$ cat config.mk
export PLATFORM = sky130hd
export DESIGN_NAME = line_delay_ctrl
export DESIGN_NICKNAME = d
export VERILOG_FILES = /design/src/rtl/line_delay_ctrl.sv
export SDC_FILE = /design/constraint.sdc
export NUM_CORES = 1
export LEC_CHECK = 0
export CAP_MARGIN = 30
export CORE_UTILIZATION = 45
export DETAILED_ROUTE_END_ITERATION = 8
export PLACE_DENSITY = 0.81
export SYNTH_ARGS = -nofsm -noshare
export SYNTH_HDL_FRONTEND = slang
export SYNTH_SLANG_ARGS = --single-unit
$ cat constraint.sdc
create_clock -name clka -period 1.7 [get_ports clka]
set_input_delay 0.34 -clock clka [delete_from_list [all_inputs] [get_ports clka]]
set_output_delay 0.34 -clock clka [all_outputs]
set_load 0.01 [all_outputs]
$ cat src/rtl/line_delay_ctrl.sv
`default_nettype none
// ============================================================================
// Module      : line_delay_ctrl
// Description : Pairs each incoming pixel with the pixel in the same column
//               of the previous line. An external single-port read_first
//               line RAM with a two-cycle read latency stores the line.
//               Every write returns the old contents of that column, and a
//               two-stage pipeline re-aligns the current pixel with that data.
// Revision    : 1.0 - initial release
// ============================================================================
module line_delay_ctrl #(
    parameter int P_DATA_WIDTH = 16,
    parameter int P_LINE_WIDTH = 640,
    parameter int P_ADDR_WIDTH = 10
) (
    input  logic                    clka,
    input  logic                    rsta_n,
    input  logic                    s_vsync,
    input  logic                    s_valid,
    input  logic [P_DATA_WIDTH-1:0] s_data,
    output logic                    ram_ena,
    output logic                    ram_wea,
    output logic [P_ADDR_WIDTH-1:0] ram_addra,
    output logic [P_DATA_WIDTH-1:0] ram_dina,
    input  logic [P_DATA_WIDTH-1:0] ram_douta,
    output logic                    m_valid,
    output logic [P_DATA_WIDTH-1:0] m_cur,
    output logic [P_DATA_WIDTH-1:0] m_prev,
    output logic                    m_prev_valid,
    output logic [P_ADDR_WIDTH-1:0] m_col,
    output logic                    m_eol
);

    localparam logic [P_ADDR_WIDTH-1:0] C_LAST_COL = P_ADDR_WIDTH'(P_LINE_WIDTH - 1);
    localparam logic [P_ADDR_WIDTH-1:0] C_ONE      = P_ADDR_WIDTH'(1);

    // Column counter and first-line flag for the pixel that arrives next
    logic [P_ADDR_WIDTH-1:0] r_col;
    logic                    r_first;

    // A frame start in the same cycle as a pixel makes that pixel column 0
    // of a first line. Use these resolved values everywhere.
    logic [P_ADDR_WIDTH-1:0] w_col;
    logic                    w_first;
    logic                    w_eol;

    // Stage 1 of the pipeline, aligned with the RAM's internal read register
    logic                    r_v1;
    logic [P_DATA_WIDTH-1:0] r_d1;
    logic [P_ADDR_WIDTH-1:0] r_col1;
    logic                    r_fl1;
    logic                    r_eol1;

    // Stage 2 of the pipeline, aligned with ram_douta
    logic                    r_v2;
    logic [P_DATA_WIDTH-1:0] r_d2;
    logic [P_ADDR_WIDTH-1:0] r_col2;
    logic                    r_fl2;
    logic                    r_eol2;

    assign w_col   = s_vsync ? '0 : r_col;
    assign w_first = s_vsync | r_first;
    assign w_eol   = (w_col == C_LAST_COL);

    // The RAM is driven straight from the input. Gating it with the reset
    // keeps the RAM from being written while the block is held in reset.
    assign ram_ena   = s_valid & rsta_n;
    assign ram_wea   = s_valid & rsta_n;
    assign ram_addra = w_col;
    assign ram_dina  = s_data;

    // Advance the column on each pixel, wrap at end of line, and restart on frame start
    always_ff @(posedge clka or negedge rsta_n) begin
        if (!rsta_n) begin
            r_col   <= '0;
            r_first <= 1'b1;
        end else if (s_valid) begin
            if (w_eol) begin
                r_col   <= '0;
                r_first <= 1'b0;
            end else begin
                r_col   <= w_col + C_ONE;
                r_first <= w_first;
            end
        end else if (s_vsync) begin
            r_col   <= '0;
            r_first <= 1'b1;
        end
    end

    // Shift the valid strobes every cycle so that gaps in the input are kept
    always_ff @(posedge clka or negedge rsta_n) begin
        if (!rsta_n) begin
            r_v1 <= 1'b0;
            r_v2 <= 1'b0;
        end else begin
            r_v1 <= s_valid;
            r_v2 <= r_v1;
        end
    end

    // Capture the pixel attributes in stage 1 only on a valid beat
    always_ff @(posedge clka or negedge rsta_n) begin
        if (!rsta_n) begin
            r_d1   <= '0;
            r_col1 <= '0;
            r_fl1  <= 1'b1;
            r_eol1 <= 1'b0;
        end else if (s_valid) begin
            r_d1   <= s_data;
            r_col1 <= w_col;
            r_fl1  <= w_first;
            r_eol1 <= w_eol;
        end
    end

    // Move the attributes to stage 2 on a valid beat; otherwise hold them for the output
    always_ff @(posedge clka or negedge rsta_n) begin
        if (!rsta_n) begin
            r_d2   <= '0;
            r_col2 <= '0;
            r_fl2  <= 1'b1;
            r_eol2 <= 1'b0;
        end else if (r_v1) begin
            r_d2   <= r_d1;
            r_col2 <= r_col1;
            r_fl2  <= r_fl1;
            r_eol2 <= r_eol1;
        end
    end

    // On the first line of a frame the RAM contents are stale, so mask them
    assign m_valid      = r_v2;
    assign m_cur        = r_d2;
    assign m_col        = r_col2;
    assign m_eol        = r_eol2;
    assign m_prev_valid = r_v2 & ~r_fl2;
    assign m_prev       = m_prev_valid ? ram_douta : '0;

endmodule
`default_nettype wire

---- Yosys cells after proc, flatten, opt, wreduce, memory -nomap -nowiden ----
Cells that the tools add are included.
word-level totals
  logic and storage cells ................. 26
  bits of input ports ..................... 36
  flip-flop bits (word level) ............. 69
  output and inout port bits .............. 73
operators by class
  eq/ne operators ......................... 1
  add/sub/neg operators ................... 1
  bitwise logic cells ..................... 4
  reductions and logical operators ........ 1
  muxes and demuxes ....................... 7
operator list
  cell                                                              count
  10-bit two-way mux                                                3
  16-bit two-way mux                                                1
  10-bit by 1-bit adder with 10-bit output (second input constant)  1
  10-bit == test (second input constant)                            1
  1-bit two-way mux                                                 3
  1-bit bitwise AND                                                 2
  2-bit nonzero test                                                1
  1-bit inverter                                                    1
  1-bit bitwise OR                                                  1

---- Depth between registers and ports, before layout ----
  word-level depth ........................ 4
  gate-level depth with buffers ........... 7
  mapped depth without buffers ............ 6

---- Worst setup path after synthesis ----
No wires, ideal clock.
  path type ............................... input to register
  from .................................... in s_vsync
  to ...................................... reg r_col[3]
  library setup time ...................... 134 ps
  setup slack ............................. 113 ps
  buffers on the path ..................... 1
  arrival ................................. 1453 ps
  stages .................................. 6
  cell sequence ........................... buf_6 -> and2b_1 -> ha_1 -> nand2_1 -> nor3_2 -> nor2_1
on the way
  word-level cells in the longest chain between the ends .. 4
RTL lines
  what                                                                               RTL line  RTL
  start: declaration                                                                 18        input logic s_vsync,
  10-bit two-way mux *                                                               n/a
  named net ram_addra[0]                                                             23        output logic [P_ADDR_WIDTH-1:0] ram_addra,
  10-bit by 1-bit adder with 10-bit output / 10-bit == test (equally long branches)  82, 63
  10-bit two-way mux *                                                               78        if (w_eol) begin
  10-bit two-way mux *                                                               77        end else if (s_valid) begin
  end signal: assignment                                                             82        r_col <= w_col + C_ONE;
  end: declaration                                                                   38        logic [P_ADDR_WIDTH-1:0] r_col;
Mark *: on every way through the listed nets, which the timed path passes. The rest lies on a longest branch.
A chain may end at the register's enable or synchronous reset.

---- Worst setup path after layout ----
  from .................................... reg r_fl2
  to ...................................... out m_prev[11]
on the way
  word-level cells in the longest chain between the ends .. 3
RTL lines
  what                      RTL line  RTL
  start: declaration        58        logic r_fl2;
  start signal: assignment  127       r_fl2 <= r_fl1;
  1-bit inverter            137       assign m_prev_valid = r_v2 & ~r_fl2;
  1-bit bitwise AND         137
  16-bit two-way mux        138       assign m_prev = m_prev_valid ? ram_douta : '0;
  end: declaration          28        output logic [P_DATA_WIDTH-1:0] m_prev,
Every way passes these cells.

==> flow_summary.yaml <==
status:
  outcome: "complete, but fails checks"
  violations: "DRC, setup timing"
yosys:
  syn-cell-area_sq_um: 3020
  syn_area_per_cell_sq_um: 13.7
  yosys-top-cells-area: "dfrtp_1 (55%), mux2_2 (20%), buf_4 (4.2%), and2_1 (3.7%), dfstp_2 (2.6%)"
  synth_flop_cell: "dfrtp_1"
  synth_xor_area_share_pct: 2.03
  synth_top_cell_area_share_pct: 54.7
  yosysSeqAreaShare_pct: 57.3
  yosysMostFrequentCell: "dfrtp_1"
  synthAdderAreaFrac_pct: 0.415
  syn-num-nets: 257
  yosysUniqueCellTypes: 34
  synthDominantAreaCellType: "dfrtp_1"
  synthCells: 220
  synth_common_cells: "dfrtp_1 (66), mux2_2 (54), and2_1 (18), buf_4 (17), nor2_1 (9)"
  synth_compound_area_share_pct: 1.04
  ys_warn_count: 0
  muxShareOfSynthArea_pct: 20.5
  synth_async_sr_flop_share_pct: 100
  synthSimpleGateAreaFrac_pct: 12.4
  synth_edf_count: 0
  synth_top_family_by_area: "multiplexers"
  synth_seq_cells: 69
drt:
  drcViolationCount: 23
  drt-pass1-iter-count: 6
  num_vias: 2093
  met2_length_microns: 3240
  routedWlPerCell_microns: 15.4
  wl_met3_microns: 430
  drtIter0Drc: 84
  wl_microns: 6460
  top_layer: "met4"
  wl_met1_microns: 2660
  viasPerCell: 4.98
  antenna_left: 0
power_and_ir_drop:
  p_switching_w: 0.000868
  pwr-share-seq_pct: 47.9
  internal_power_w: 0.00291
  power.share.combinational_pct: 14.1
  clockPowerShare_pct: 38.0
  leakage_nw: 2.20
  swShare_pct: 23.0
  p_total_w: 0.00378
  vdd_drop_max_mv: 0.717
  power_density_nw_per_um2: 856
timing:
  hold_violations: 0
  worstMarginPinSlew_ps: 834
  clock_skew_ps: 10.3
  grt_setup_unrepaired: "true"
  drv_slew: 0
  tns_ps: -5.66
  fin_crit_sh_pct: 100
  fin_crit_ps: 1710
  worst_slew_margin_rel_pct: 44.4
  setup_viol: 1
  fmax_mhz: 586
  setup_ws_ps: -5.66
placed_design:
  dpl-instance-area_sq_um: 4160
  port-buffer-count: 108
  globalplace.congestion: 0.761
  post-place-ws_ps: -412
  dp_hpwl_microns: 4410
global_routing:
  grt_pass1_wl_microns: 10900
  track_usage_pct: 20.0
  grt_overflow: 0
  grt_start_max_net_pins: 70
  grt_pass1_vias: 2278
  grt_antenna_before_repair: 0
finish:
  final_nets: 375
  area_growth_pct: 46.4
  stdcell_area_sq_um: 4420
  drive_above_1_share_pct: 38.5
  diodes: 0
clock_tree:
  cts.sinks: 69
  cts-hold-fix-buffers: 0
  htreeDepth: 3
  path_clk_slew_ps: 80
  clock_latency_ps: 340
  clockBufferDepth: 2
  cts_root_buffer: "clkbuf_8"
  cts_tree: "built"
  cts_buffers: 9
die:
  core-area_sq_um: 6420
  ios: 109
  rows: 29
  initial_core_util_pct: 47.0
  dieArea_sq_um: 7040
  die_h_microns: 83.9
  die_w_microns: 83.9
setup_path:
  required_ps: 1360
  r2r_cells: 6
  start_kind: "register"
  setup.worst_path.start: "r_fl2"
  end_kind: "output port"
  rr_endpoint: "r_col[8]"
  worst-r2r-setup-slack_ps: 220
  critPathMaxFanout: 5
  cp_data_arrival_time_ps: 1370
  r2r_start: "r_col[1]"
  worstSetupEndpoint: "m_prev[11]"
  crit_type: "register to output port"
worst_hold_path:
  hp-class: "primary input to async pin"
job:
  drv_cap: 0
## power groups by stage
stage,combinational [W],clock [W],sequential (W)
CTS,0.000545,0.00147,0.00181
global route,0.000574,0.00154,0.00183
floorplan,0.000205,0,0.00186
detailed placement,0.000546,0,0.00184
global placement,0.000536,0,0.00184
finish,0.000533,0.00143,0.00181
## state kept, by name, summed over array words and instances (netlist names), 10 cells and up
| signal | cells |
|---|---|
| m_col | 10 |
| r_d1 | 16 |
| r_col1 | 10 |
| m_cur | 16 |
| r_col | 10 |
## layout make-up
cell class	instances	area, sq um
well taps	77	96.3
flip-flops and latches	69	1730
fillers	486	2010
inverters	3	11.3
repair buffers	131	1210
clock inverters	6	87.6
multi-input cells	124	1150
clock buffers	10	128
## cells in the final DEF, fill, tap and decap left out, drive strengths merged, types with 2 or more instances in the layout
master	instances
clkbuf	13
nand4	5
inv	3
bufinv	2
and2b	6
nor2b	6
clkdlybuf4s50	63
dlymetal6s2s	8
mux2	54
buf	39
dfstp	3
nor3	2
xnor2	6
dlygate4sd2	17
and2	18
clkinvlp	3
nand2	2
dfrtp	66
nor2	10
o21ai	2
nand3b	2
## worst min path at each step
stage / to / slack (ps) / cells after the start
2_1_floorplan: m_col[0] / 40 / 0
3_3_place_gp: r_eol1 / 470 / 1
3_5_place_dp: r_eol1 / 480 / 1
4_1_cts: r_col[6] / 240 / 2
5_1_grt: r_col[6] / 270 / 2
6_report: r_col[2] / 210 / 2
## critical path, cell delays in order, from the launching register on
cell and delay, ps:
dfstp_2 580, buf_6 130, nor2b_4 50, and2_1 130
buf_2 140
## routing by layer
| metal | GRT usage [%] | up-vias |
|---|---|---|
| li1 | - | 968 |
| met1 | 22.6 | 1034 |
| met2 | 34.7 | 81 |
| met3 | 5.74 | 10 |
| met4 | 9.72 | 0 |
| met5 | 0 | - |
## cells by family (layout without fill, tap and decap cells)
logic type	after synthesis	count (layout)
flops	69	69
xor+xnor	7	7
simple gates	54	56
compound gates	5	5
buf+inv	29	150
fa+ha+maj	1	1
mux	55	55
## through the flow
step	utilization, %	instances	hold WS, ps
4_1_cts	68.1	421	242
3_5_place_dp	64.7	399	476
5_1_grt	68.8	420	274
3_3_place_gp	64.7	399	469
6_report	68.8	420	212
2_1_floorplan	-	220	44.4
## repair_timing
action                     CTS  global route
pin swaps                    8             5
buffers inserted             4             0
setup endpoints to repair   40            24
gates resized for setup     90            21
cloned                       2             0
Power figures use the tool's default switching activity.
